### config.mk
export PLATFORM = sky130hd
export DESIGN_NAME = regfile_bus_scheduler
export DESIGN_NICKNAME = d
export VERILOG_FILES = /design/src/rtl/regfile_bus_scheduler.sv
export SDC_FILE = /design/constraint.sdc
export NUM_CORES = 1
export LEC_CHECK = 0
export ABC_AREA = 1
export CORE_ASPECT_RATIO = 2
export CORE_MARGIN = 4
export CORE_UTILIZATION = 48
export CTS_BUF_LIST = sky130_fd_sc_hd__clkbuf_8
export DETAILED_ROUTE_END_ITERATION = 16
export GPL_ROUTABILITY_DRIVEN = 0
export PLACE_DENSITY = 0.89
export SLEW_MARGIN = 20
export SYNTH_ARGS = -nofsm -noshare
export SYNTH_HDL_FRONTEND = slang
export SYNTH_SLANG_ARGS = --single-unit
### constraint.sdc
create_clock -name clk -period 4.3 [get_ports clk]
set_input_delay 0.645 -clock clk [delete_from_list [all_inputs] [get_ports clk]]
set_output_delay 0.645 -clock clk [all_outputs]
set_load 0.05 [all_outputs]
### src/rtl/regfile_bus_scheduler.sv
// Round-robin scheduler sharing the register file's single data bus between NREQ requesters.
// Each access runs as a fixed multi-cycle transaction that ends with a bus turnaround cycle.
module regfile_bus_scheduler #(
    parameter int NREQ = 4,
    parameter int AW   = 8,
    parameter int DW   = 8
) (
    input  logic              clk,
    input  logic              rst_n,
    input  logic [NREQ-1:0]   req,
    input  logic [NREQ-1:0]   req_wr,
    input  logic [NREQ*AW-1:0] req_addr,
    input  logic [NREQ*DW-1:0] req_wdata,
    output logic [NREQ-1:0]   gnt,
    output logic [NREQ-1:0]   done,
    output logic [DW-1:0]     rdata,
    output logic              busy,
    output logic [AW-1:0]     rf_r_addr,
    output logic [AW-1:0]     rf_w_addr,
    output logic              rf_re,
    output logic              rf_we,
    output logic              bus_oe,
    output logic [DW-1:0]     bus_out,
    input  logic [DW-1:0]     bus_in
);

    localparam int IW = (NREQ > 1) ? $clog2(NREQ) : 1;
    localparam logic [NREQ-1:0] ONE_HOT0 = {{(NREQ-1){1'b0}}, 1'b1};

    typedef enum logic [2:0] {
        S_IDLE    = 3'd0,
        S_WR      = 3'd1,
        S_RD_ADDR = 3'd2,
        S_RD_CAP  = 3'd3,
        S_TURN    = 3'd4
    } state_t;

    state_t          state_r;
    logic [IW-1:0]   ptr_r;
    logic [IW-1:0]   owner_r;
    logic [IW-1:0]   win_s;
    logic [IW-1:0]   idx_s;
    logic [IW-1:0]   ptr_nxt_s;
    logic            win_vld_s;

    // Round-robin search: scan offsets from high to low so the smallest offset from ptr wins.
    always_comb begin
        win_s     = ptr_r;
        win_vld_s = 1'b0;
        idx_s     = ptr_r;
        for (int k = NREQ - 1; k >= 0; k--) begin
            idx_s = IW'((int'(ptr_r) + k) % NREQ);
            if (req[idx_s]) begin
                win_s     = idx_s;
                win_vld_s = 1'b1;
            end else begin
                win_s     = win_s;
            end
        end
        if (win_s == IW'(NREQ - 1)) begin
            ptr_nxt_s = '0;
        end else begin
            ptr_nxt_s = win_s + IW'(1);
        end
    end

    // Transaction sequencer; every output is a register updated on the transition into its state.
    always_ff @(posedge clk or negedge rst_n) begin
        if (!rst_n) begin
            state_r   <= S_IDLE;
            ptr_r     <= '0;
            owner_r   <= '0;
            gnt       <= '0;
            done      <= '0;
            rdata     <= '0;
            busy      <= 1'b0;
            rf_r_addr <= '0;
            rf_w_addr <= '0;
            rf_re     <= 1'b0;
            rf_we     <= 1'b0;
            bus_oe    <= 1'b0;
            bus_out   <= '0;
        end else begin
            gnt  <= '0;
            done <= '0;
            case (state_r)
                S_IDLE: begin
                    if (win_vld_s) begin
                        owner_r <= win_s;
                        gnt     <= ONE_HOT0 << win_s;
                        ptr_r   <= ptr_nxt_s;
                        busy    <= 1'b1;
                        if (req_wr[win_s]) begin
                            state_r   <= S_WR;
                            bus_oe    <= 1'b1;
                            bus_out   <= req_wdata[win_s*DW +: DW];
                            rf_w_addr <= req_addr[win_s*AW +: AW];
                            rf_we     <= 1'b1;
                        end else begin
                            state_r   <= S_RD_ADDR;
                            rf_r_addr <= req_addr[win_s*AW +: AW];
                            rf_re     <= 1'b1;
                        end
                    end else begin
                        state_r <= S_IDLE;
                        busy    <= 1'b0;
                    end
                end
                S_WR: begin
                    state_r <= S_TURN;
                    bus_oe  <= 1'b0;
                    rf_we   <= 1'b0;
                    done    <= ONE_HOT0 << owner_r;
                end
                S_RD_ADDR: begin
                    state_r <= S_RD_CAP;
                end
                S_RD_CAP: begin
                    state_r <= S_TURN;
                    rf_re   <= 1'b0;
                    rdata   <= bus_in;
                    done    <= ONE_HOT0 << owner_r;
                end
                S_TURN: begin
                    state_r <= S_IDLE;
                    busy    <= 1'b0;
                end
                default: begin
                    state_r <= S_IDLE;
                    busy    <= 1'b0;
                    rf_re   <= 1'b0;
                    rf_we   <= 1'b0;
                    bus_oe  <= 1'b0;
                end
            endcase
        end
    end

    regfile_bus_scheduler_checker #(.NREQ(NREQ)) u_checker (
        .clk    (clk),
        .rst_n  (rst_n),
        .bus_oe (bus_oe),
        .rf_re  (rf_re),
        .gnt    (gnt),
        .done   (done)
    );

endmodule

// Bus-contention and handshake-shape properties for the scheduler outputs.
module regfile_bus_scheduler_checker #(
    parameter int NREQ = 4
) (
    input logic            clk,
    input logic            rst_n,
    input logic            bus_oe,
    input logic            rf_re,
    input logic [NREQ-1:0] gnt,
    input logic [NREQ-1:0] done
);

    a_bus_excl: assert property (@(posedge clk) disable iff (!rst_n) !(bus_oe && rf_re));
    a_oe_then_re: assert property (@(posedge clk) disable iff (!rst_n) bus_oe |=> !rf_re);
    a_re_then_oe: assert property (@(posedge clk) disable iff (!rst_n) rf_re |=> !bus_oe);
    a_gnt_onehot: assert property (@(posedge clk) disable iff (!rst_n) $onehot0(gnt));
    a_done_onehot: assert property (@(posedge clk) disable iff (!rst_n) $onehot0(done));
    a_gnt_done_excl: assert property (@(posedge clk) disable iff (!rst_n) !((|gnt) && (|done)));

endmodule
==> summary.txt <==
Global route
  – Congestion Overflow GR: 0
  – Tot GR Track Use: 22.56%
  – Largest net degree at the start of global routing: 51
  – First-pass GRT wire length: 13730 um
  – Vias in the first global route: 3148
  – Initial antenna violation count: 0

Timing
  – Unrepaired setup endpoints after global routing: false
  – Relative slew slack: 48.03%
  – Fin Clk Skew: 0.002881 ns
  – Fin crit share: 76.25%
  – Peak Freq: 0.3050 GHz
  – Final hold viol count: 0
  – Setup-failing EPs final: 0
  – Max Transition Viols Final: 0
  – Worst-Margin Slew: 0.7766 ns
  – Final min period: 3.279 ns
  – TNS Setup: 0 ns

Synth
  – Post-Synth Adder-Cell Area: 2.025%
  – EDFF count, synth: 0
  – Synth unique cells: 27
  – Post-Syn Area: 2965 sq um
  – Simple-gate share of the synthesized area: 35.82%
  – Synthesized instance count: 420
  – Seq/Total Area, Yosys: 42.19%
  – Async set-reset flop share out of synthesis: 100.0%
  – Combinational family with the most area after synthesis: simple AND/OR/NAND/NOR gates
  – Mux contribution to synthesized area: 3.038%
  – Top_reg_cell synth: dfrtp_1
  – Mean Syn Cell Area: 7.060 sq um
  – Complex-gate fraction of the synthesized area: 4.388%
  – Xor/xnor share of the synthesized area: 0%
  – Synthesized Nets: 506
  – Post-synthesis register bit count: 50
  – Synth Warn #: 0

Layout
  – Area Overhead vs Synth: 45.23%
  – Layout cell share with drive strength beyond 1: 5.948%
  – Util after Layout: 71.71%
  – Diode count: 0
  – Commonest cells after routing, fill and taps aside: nand2_1, clkdlybuf4s50_1, inv_1
  – Nets: 623
  – Most common cell after layout, fill and taps aside: nand2_1

Clocking
  – CTS buffer count: 5
  – CTS tree: done
  – Root Buffer: clkbuf_8
  – Number of setup buffers added after CTS: 0
  – Longest Clk Path Bufs: 2
  – Gates resized, CTS repair: 0
  – Clock slew at reported path FFs: 0.09 ns
  – # clock sinks: 50
  – Later-pin clock latency in the skew report: 0.30 ns
  – Htree depth: 2
  – Post-CTS Hold Buffers: 0

Flow run
  – Max cap viols: 0

Die
  – Num rows: 40
  – Num ports: 126
  – Die H: 119.2 um
  – Die Width: 63.58 um
  – Core Area: 6006 sq um
  – DIE AREA: 7575 sq um
  – Starting Density: 49.38%

Outcome
  – Status: finished clean

Power
  – Power Dens Cells: 942.3 nW/um^2
  – Seq pwr share: 20.7%
  – Pleak: 2.277 nW
  – Sw Ratio: 56.36%
  – Max VDD drop: 0.8274 mV
  – Psw: 2.287 mW
  – Internal Power: 1.771 mW
  – Clock Power Share: 8.0%
  – Gate power share: 71.3%

Critical path
  – Slowest stage delay, CP: 0.46 ns
  – Top delay family on crit path: simple AND/OR/NAND/NOR gates
  – CP Capture Type: flop
  – WP data arrival: 3.47 ns
  – CP max FO: 23
  – CP Class: in2reg
  – Worst EP required: 4.49 ns
  – Startpoint Class: primary input
  – CP dominant cell by count: nand2_1
  – Cell Chain, Critical Path: clkdlybuf4s50_1 -> inv_1 -> o21ai_1 -> nand2_1 -> nand2_1 -> nand2_1 -> nand2_1 -> nand2_1 -> nand2_1 -> nand2_2 -> nand2_1 -> nand3_2 -> nand2_2 -> nand3_4 -> nand2_1 -> nand2_1
  – Buf+Inv Stages, Crit Path: 2
  – Worst path slowest cell: nand2_1

Placement
  – # port buffers: 125
  – Post-DP HPWL: 6712 um

Drt
  – Drt pass-1 iters: 4
  – Drt wl/cell: 13.77 um
  – Via density: 5.145
  – Via count: 3092
  – DRC: 0
  – First-iteration detailed-routing DRC count: 123
  – Total Wirelength: 8276 um
  – Antenna violation net count after detailed routing: 0

Hold path
  – HP Class: in2async
[metrics by stage]
stage	area, sq um	hold slack, ns	setup slack (ns)	total power [mW]	std cells
final	4307	0.3348	1.021	4.058	601
after detailed placement	4194	0.4565	0.7281	3.728	593
after global routing	4307	0.3936	0.6671	4.421	601
after floorplan	2965	0.3494	2.225	3.004	420
after global placement	4194	0.4451	0.8595	3.639	593
after CTS	4304	0.4657	1.055	4.063	601
[registers in the layout (all words and copies together), names as in the netlist]
signal,cells
gnt,4
rf_w_addr,8
busy,1
bus_out,8
rdata,8
owner_r,2
rf_r_addr,8
ptr_r,2
rf_re,1
done,4
bus_oe,1
state_r,3
[Yosys cell counts (all sizes together) (2+ instances only)]
cell type	instances	share of area (%)
mux2	8	3.0
o21ai	13	2.2
a21oi	10	1.7
inv	67	8.6
nand4	8	1.7
nand2	176	23
dfrtp	50	42
clkbuf	2	0.25
nand3	50	9.8
nor2	9	1.1
buf	15	3.5
ha	4	1.7
nor3	4	0.68
[power groups by stage]
stage / clock network [mW] / registers, mW / logic [mW]
final: 0.323 / 0.842 / 2.89
after global routing: 0.344 / 0.865 / 3.21
after CTS: 0.328 / 0.839 / 2.90
after detailed placement: 0 / 0.847 / 2.88
after global placement: 0 / 0.838 / 2.80
after floorplan: 0 / 1.40 / 1.60
[path summary, 6_finish.rpt]
| check | from | end | slack [ns] | cells after the start |
|---|---|---|---|---|
| min in group clk | owner_r[0] | done[0] | 0.47 | 1 |
| setup / recovery | req[3] | rf_r_addr[5] | 1.02 | 16 |
| setup reg to reg | ptr_r[0] | rf_r_addr[5] | 1.21 | 16 |
| hold reg to reg | owner_r[0] | done[0] | 0.47 | 1 |
| hold / removal | rst_n | bus_out[4] | 0.33 | 1 |
| max in group asynchronous | rst_n | rdata[6] | 3.55 | 1 |
[worst register-to-register path, delay by kind of cell (launching register included)]
| family | cells | cell delay, ns |
|---|---|---|
| DFF | 1 | 0.52 |
| and+or+nand+nor | 15 | 2.29 |
| buffers and inverters | 1 | 0.15 |
[layout make-up]
class | count | area (sq um)
flip-flops and latches | 50 | 1251
fillers | 484 | 1699
clock inverters | 3 | 41.29
repair buffers | 127 | 1264
inverters | 68 | 260.3
clock buffers | 5 | 68.82
well taps | 63 | 78.83
multi-input cells | 285 | 1343
[layer usage]
metal / wire (um) / vias to the layer above / global-route usage [%]
met2: 4688 / 110 / 42.31
li1: - / 1525 / -
met1: 2876 / 1430 / 23.55
met3: 412 / 27 / 2.736
met4: 299 / 0 / 12.18
met5: 0 / - / 0
[kinds of logic after synthesis]
family          after synthesis
mux                           8
buf+inv                      85
fa+ha+maj                     5
flops                        50
simple gates                247
compound gates               25
(Power assumes the default switching activity.)
